### src/rtl/move_scheduler.sv
// move_scheduler: turns one-cycle move pulses and the gravity tick into
// pending requests and issues them one at a time to the game engine over a
// valid/ready handshake.
// Issue order: DROP, promoted GRAVITY, ROTATE, LEFT/RIGHT, DOWN, GRAVITY.
// A left pulse cancels a pending right and vice versa; a drop cancels any
// pending lateral, down or gravity request.
// All requests are flushed while the engine locks or spawns a piece, and for
// LOCK_SETTLE cycles after the lock ends.
// Optional build macro MOVE_SCHED_STATS_EN adds two counters:
//   merged_cnt  - pulses absorbed into a pending request, plus left/right cancels
//   discard_cnt - pulses ignored during lock/settle, plus requests flushed
//                 when a lock begins
module move_scheduler #(
  parameter int unsigned LOCK_SETTLE  = 4,
  parameter int unsigned STARVE_LIMIT = 8
) (
  input  logic       clk,
  input  logic       rst,
  input  logic       pulse_left,
  input  logic       pulse_right,
  input  logic       pulse_rotate,
  input  logic       pulse_down,
  input  logic       pulse_drop,
  input  logic       gravity_tick,
  input  logic       engine_lock,
  input  logic       cmd_ready,
  output logic       cmd_valid,
  output logic [2:0] cmd_code
`ifdef MOVE_SCHED_STATS_EN
  ,
  output logic [7:0] merged_cnt,
  output logic [7:0] discard_cnt
`endif
);

  // Pending bit k-1 holds command code k.
  localparam int unsigned SW = (LOCK_SETTLE > 1) ? $clog2(LOCK_SETTLE + 1) : 1;

  typedef enum logic [1:0] {S_IDLE, S_ISSUE, S_LOCK, S_SETTLE} state_t;

  state_t          state_q;
  logic [5:0]      pend_q, pend_d;
  logic [7:0]      starve_q, starve_d;
  logic [SW-1:0]   settle_q;
  logic            cmd_valid_q;
  logic [2:0]      cmd_code_q;

  logic [5:0]      pulses, pend_eff, clr, set;
  logic            hs, live, lock_entry, promoted;
  logic [2:0]      next_code;

  assign pulses     = {gravity_tick, pulse_drop, pulse_down, pulse_rotate, pulse_right, pulse_left};
  assign hs         = (state_q == S_ISSUE) && cmd_ready;
  assign lock_entry = engine_lock && ((state_q == S_IDLE) || (state_q == S_ISSUE));
  assign live       = ((state_q == S_IDLE) || (state_q == S_ISSUE)) && !engine_lock;
  assign promoted   = (starve_q >= 8'(STARVE_LIMIT));
  assign cmd_valid  = cmd_valid_q;
  assign cmd_code   = cmd_code_q;

  // Pending update: the handshake clears the issued bit, cancels are applied
  // next, and fresh pulses are applied last so a same-kind pulse re-arms.
  always_comb begin
    pend_eff = pend_q;
    if (hs) pend_eff[cmd_code_q - 3'd1] = 1'b0;
    clr = '0;
    set = pulses;
    if (pulse_left)  clr[1] = 1'b1;
    if (pulse_right) clr[0] = 1'b1;
    if (pulse_drop)  clr = clr | 6'b101011;
    if (pulse_left && pulse_right) set[1:0] = 2'b00;
    pend_d = live ? ((pend_eff & ~clr) | set) : '0;
  end

  // Gravity anti-starvation counter; it is cleared by a lock flush.
  always_comb begin
    starve_d = starve_q;
    if (!live || (hs && cmd_code_q == 3'd6) || !pend_q[5])
      starve_d = '0;
    else if (hs && starve_q != 8'hFF)
      starve_d = starve_q + 8'd1;
  end

  // Highest-priority pending code; 0 means nothing is pending.
  always_comb begin
    next_code = 3'd0;
    if      (pend_q[4])             next_code = 3'd5;
    else if (pend_q[5] && promoted) next_code = 3'd6;
    else if (pend_q[2])             next_code = 3'd3;
    else if (pend_q[0])             next_code = 3'd1;
    else if (pend_q[1])             next_code = 3'd2;
    else if (pend_q[3])             next_code = 3'd4;
    else if (pend_q[5])             next_code = 3'd6;
  end

  // Pending and starve state registers.
  always_ff @(posedge clk) begin
    if (rst) begin
      pend_q   <= '0;
      starve_q <= '0;
    end else begin
      pend_q   <= pend_d;
      starve_q <= starve_d;
    end
  end

  // Scheduler FSM with registered command outputs.
  always_ff @(posedge clk) begin
    if (rst) begin
      state_q     <= S_IDLE;
      cmd_valid_q <= 1'b0;
      cmd_code_q  <= 3'd0;
      settle_q    <= '0;
    end else begin
      case (state_q)
        S_IDLE: begin
          if (engine_lock) begin
            state_q <= S_LOCK;
          end else if (next_code != 3'd0) begin
            state_q     <= S_ISSUE;
            cmd_valid_q <= 1'b1;
            cmd_code_q  <= next_code;
          end
        end
        S_ISSUE: begin
          // A lock withdraws the command; a handshake in the same cycle
          // still counts on the engine side.
          if (engine_lock || cmd_ready) begin
            state_q     <= engine_lock ? S_LOCK : S_IDLE;
            cmd_valid_q <= 1'b0;
            cmd_code_q  <= 3'd0;
          end
        end
        S_LOCK: begin
          if (!engine_lock) begin
            if (LOCK_SETTLE == 0) begin
              state_q <= S_IDLE;
            end else begin
              state_q  <= S_SETTLE;
              settle_q <= SW'(LOCK_SETTLE);
            end
          end
        end
        S_SETTLE: begin
          if (engine_lock) begin
            state_q <= S_LOCK;
          end else if (settle_q <= SW'(1)) begin
            state_q  <= S_IDLE;
            settle_q <= '0;
          end else begin
            settle_q <= settle_q - SW'(1);
          end
        end
        default: begin
          state_q     <= S_IDLE;
          cmd_valid_q <= 1'b0;
          cmd_code_q  <= 3'd0;
        end
      endcase
    end
  end

`ifdef MOVE_SCHED_STATS_EN
  function automatic logic [3:0] popcnt6(input logic [5:0] v);
    logic [3:0] n;
    n = '0;
    for (int i = 0; i < 6; i++) n = n + 4'(v[i]);
    return n;
  endfunction

  function automatic logic [7:0] sat_add(input logic [7:0] c, input logic [3:0] inc);
    logic [8:0] s;
    s = {1'b0, c} + {5'b0, inc};
    return s[8] ? 8'hFF : s[7:0];
  endfunction

  logic [7:0] merged_q, discard_q;
  logic [3:0] merge_inc, discard_inc;

  // Per-cycle increments for the statistics counters.
  always_comb begin
    merge_inc   = '0;
    discard_inc = '0;
    if (live)
      merge_inc = popcnt6(pulses & pend_eff)
                + 4'(pulse_left  & pend_eff[1])
                + 4'(pulse_right & pend_eff[0])
                + 4'(pulse_left  & pulse_right);
    else if (lock_entry)
      discard_inc = popcnt6(pend_eff) + popcnt6(pulses);
    else
      discard_inc = popcnt6(pulses);
  end

  // Saturating statistics counters.
  always_ff @(posedge clk) begin
    if (rst) begin
      merged_q  <= '0;
      discard_q <= '0;
    end else begin
      merged_q  <= sat_add(merged_q, merge_inc);
      discard_q <= sat_add(discard_q, discard_inc);
    end
  end

  assign merged_cnt  = merged_q;
  assign discard_cnt = discard_q;
`endif

endmodule

### config.mk
export PLATFORM = sky130hd
export DESIGN_NAME = move_scheduler
export DESIGN_NICKNAME = d
export VERILOG_FILES = /design/src/rtl/move_scheduler.sv
export SDC_FILE = /design/constraint.sdc
export NUM_CORES = 1
export LEC_CHECK = 0
export ABC_AREA = 1
export CAP_MARGIN = 20
export CORE_MARGIN = 2
export CORE_UTILIZATION = 55
export CTS_CLUSTER_SIZE = 12
export DETAILED_ROUTE_END_ITERATION = 8
export GPL_TIMING_DRIVEN = 0
export PLACE_DENSITY_LB_ADDON = 0.05
export SYNTH_ARGS = -nofsm -noshare
export SYNTH_HDL_FRONTEND = slang
export SYNTH_SLANG_ARGS = --single-unit
### constraint.sdc
create_clock -name clk -period 1.7 [get_ports clk]
set_input_delay 0.255 -clock clk [delete_from_list [all_inputs] [get_ports clk]]
set_output_delay 0.255 -clock clk [all_outputs]
set_load 0.005 [all_outputs]
==> impl_metrics.tcl <==
set metrics [dict create \
    netSwitchingFraction_pct 35.32 \
    clockPowerShare_pct 20.1 \
    fin_hold_ws_ps 105.1 \
    cp_slowest_cell "dfxtp_2" \
    p_int_mw 0.8300 \
    layout_min_cycle_time_ps 1625 \
    cts_buffers 3 \
    ys_warn_count 0 \
    setup_tns_ps 0 \
    die_w_um 53.04 \
    leakagePower_nw 0.6077 \
    drtAntennaViolNets 0 \
    coreArea_mm2 0.002233 \
    netlist_instances 197 \
    vias_per_cell 5.158 \
    slew_headroom_pct 84.11 \
    status "finished clean" \
    clk_transition_reported_paths_ps 130 \
    drv_slew 0 \
    wirelength_um 2844 \
    dp_hpwl_um 2246 \
    synth_area_mm2 0.001323 \
    avgSynthCellArea_um2 6.713 \
    start_util_pct 59.22 \
    grt_pass1_wl_um 4836 \
    post-cts-setup-buffers 0 \
    hold_viol 0 \
    synth-seq-area-share_pct 34.82 \
    critPathMaxFanout 5 \
    pin_count 14 \
    clock_sink_count 23 \
    gp_congestion 0.8520 \
    final_cell_area_mm2 0.001505 \
    maxCapViolations 0 \
    grt_pass1_vias 1208 \
    critical_path_buf_inv_count 1 \
    grt_use_total_pct 23.34 \
    first_pass_iters 4 \
    layout-drive-gt1-share_pct 9.859 \
    clkLatencyLatePin_ps 320 \
    start_kind "flip-flop" \
    antenna_found_initial 0 \
    synthesis.nets 213 \
    crit_chain "inv_1, ha_1, or2_2, nand2_1, nand2_1, nor3_1, nor3_1, nor2_1, nor2_1" \
    p_switching_mw 0.4533 \
    max_freq_mhz 615.4 \
    crit_family "simple AND/OR/NAND/NOR gates" \
    layout_common_cells "inv_1 (35), nand2_1 (35), nor2_1 (28)" \
    drt-wirelength-per-cell_um 11.80 \
    vdd_drop_max_mv 0.5476 \
    cts_buffer_depth 2 \
    antenna_cells 0 \
    pwr-share-seq_pct 48.7 \
    p_per_area_mw_per_mm2 852.6 \
    final_nets 230 \
    hold_buffers 0 \
    power.total_mw 1.283 \
    combPwrFrac_pct 31.3 \
    postPlaceCellArea_mm2 0.001478 \
    synth_seq_cells 23 \
    criticalPathCategory "reg2reg" \
    period_share_pct 95.59 \
    required_ps 1920 \
    slowest_delay_ps 400 \
    grt_max_degree 13 \
    fin_util_pct 67.40 \
    vias 1243 \
    skew_ps 5.258 \
    post_cts_resized 0 \
    drtIter0Drc 25 \
    die_h_um 53.04 \
    nFillCells 225 \
    port_buffers 12 \
    rows 17 \
    syn2layout_area_growth_pct 13.81 \
    worst_pin_slew_ps 237.1 \
    clockRootBuffer "clkbuf_4" \
    tritoncts "yes" \
    arrival_ps 1850 \
    hp-class "in2reg" \
    grt-ovfl-total 0 \
    synth_cell_types 25 \
    setup_viol 0 \
    die_area_mm2 0.002813 \
    drc_errors 0 \
    rsz0062_at_grt "false" \
    crit_path_end_kind "flip-flop" \
    htree_levels 1 \
]
==> sequential cells by signal, summed over array words and instances (netlist names), named ones only <==
signal,count
starve_q,8
pend_q,6
cmd_code,3
settle_q,3
cmd_valid,1
state_q,1
==> path summary, 6_finish.rpt <==
| path | startpoint | to | slack, ps | cells past startpoint |
|---|---|---|---|---|
| max | cmd_code[0]$_SDFFE_PP0P_ | pend_q[5]$_SDFF_PP0_ | 70 | 9 |
| max reg2reg | cmd_code[0]$_SDFFE_PP0P_ | pend_q[5]$_SDFF_PP0_ | 70 | 9 |
| min reg2reg | starve_q[4]$_SDFFE_PP0P_ | starve_q[4]$_SDFFE_PP0P_ | 480 | 2 |
| min | rst | cmd_code[0]$_SDFFE_PP0P_ | 110 | 2 |
==> worst reg2reg max path: cells and delay by family (launching register included) <==
family                   cells  cell delay (ps)
adder cells (fa/ha/maj)      1              220
buffers and inverters        1              100
flip-flops                   1              400
AND/OR/NAND/NOR              7              820
==> metrics by stage <==
step           std cells  worst slack, ps
2_1_floorplan        197            202.2
3_3_place_gp         237           -40.75
3_5_place_dp         237           -129.8
4_1_cts              241            5.998
5_1_grt              241            4.667
6_report             241            74.97
==> Yosys cell counts <==
master,n,area [um^2]
nor2_2,3,18.77
o211ai_1,1,7.510
nor3_1,7,35.03
inv_1,36,135.1
nand2_2,2,12.51
nor2_1,28,105.1
a2bb2oi_1,1,8.760
nor2_4,2,22.52
buf_6,1,11.26
nand3_1,14,70.07
or2_2,1,6.260
nor3_2,1,10.01
o21ai_0,9,45.04
clkinv_4,1,8.760
a21oi_1,17,85.08
o21a_1,1,7.510
nand2_4,2,22.52
nand2_1,35,131.4
a21oi_2,1,8.760
a221oi_1,1,8.760
inv_2,1,3.750
nand3_2,1,10.01
a31oi_1,2,12.51
ha_1,6,75.07
dfxtp_1,23,460.4
==> layer usage <==
layer  share of wire (%)  global-route usage [%]  wire [um]  vias to the layer above
met2                  51                   42.50       1437                       20
met4                 2.1                   10.68         59                        0
met1                  44                   26.13       1243                      564
met5                   0                       0          0                        -
li1                    -                       -          -                      652
met3                 3.7                   3.955        104                        7
==> cells by family after synthesis <==
family	Yosys count	synth area share, %
buf+inv	39	12.01
simple gates	96	33.59
compound gates	33	13.91
flops	23	34.82
fa+ha+maj	6	5.676
==> power groups by stage <==
| stage | Clock (mW) | Combinational [mW] | Sequential, mW |
|---|---|---|---|
| floorplan | 0 | 0.288 | 0.627 |
| finish | 0.258 | 0.401 | 0.625 |
| global placement | 0 | 0.381 | 0.632 |
| CTS | 0.259 | 0.400 | 0.623 |
| global route | 0.281 | 0.450 | 0.630 |
| detailed placement | 0 | 0.396 | 0.635 |
==> cell type report <==
| type | instances | area [um^2] | share of cell area [%] |
|---|---|---|---|
| multi-input combinational | 135 | 703.2 | 46.72 |
| buffer | 1 | 11.26 | 0.7481 |
| sequential | 23 | 461.7 | 30.67 |
| inverter | 38 | 147.6 | 9.809 |
| tap | 28 | 35.03 | 2.328 |
| timing repair buffer | 12 | 120.1 | 7.980 |
| clock buffer | 4 | 26.28 | 1.746 |
No activity file was read; power rests on OpenSTA's default activity.
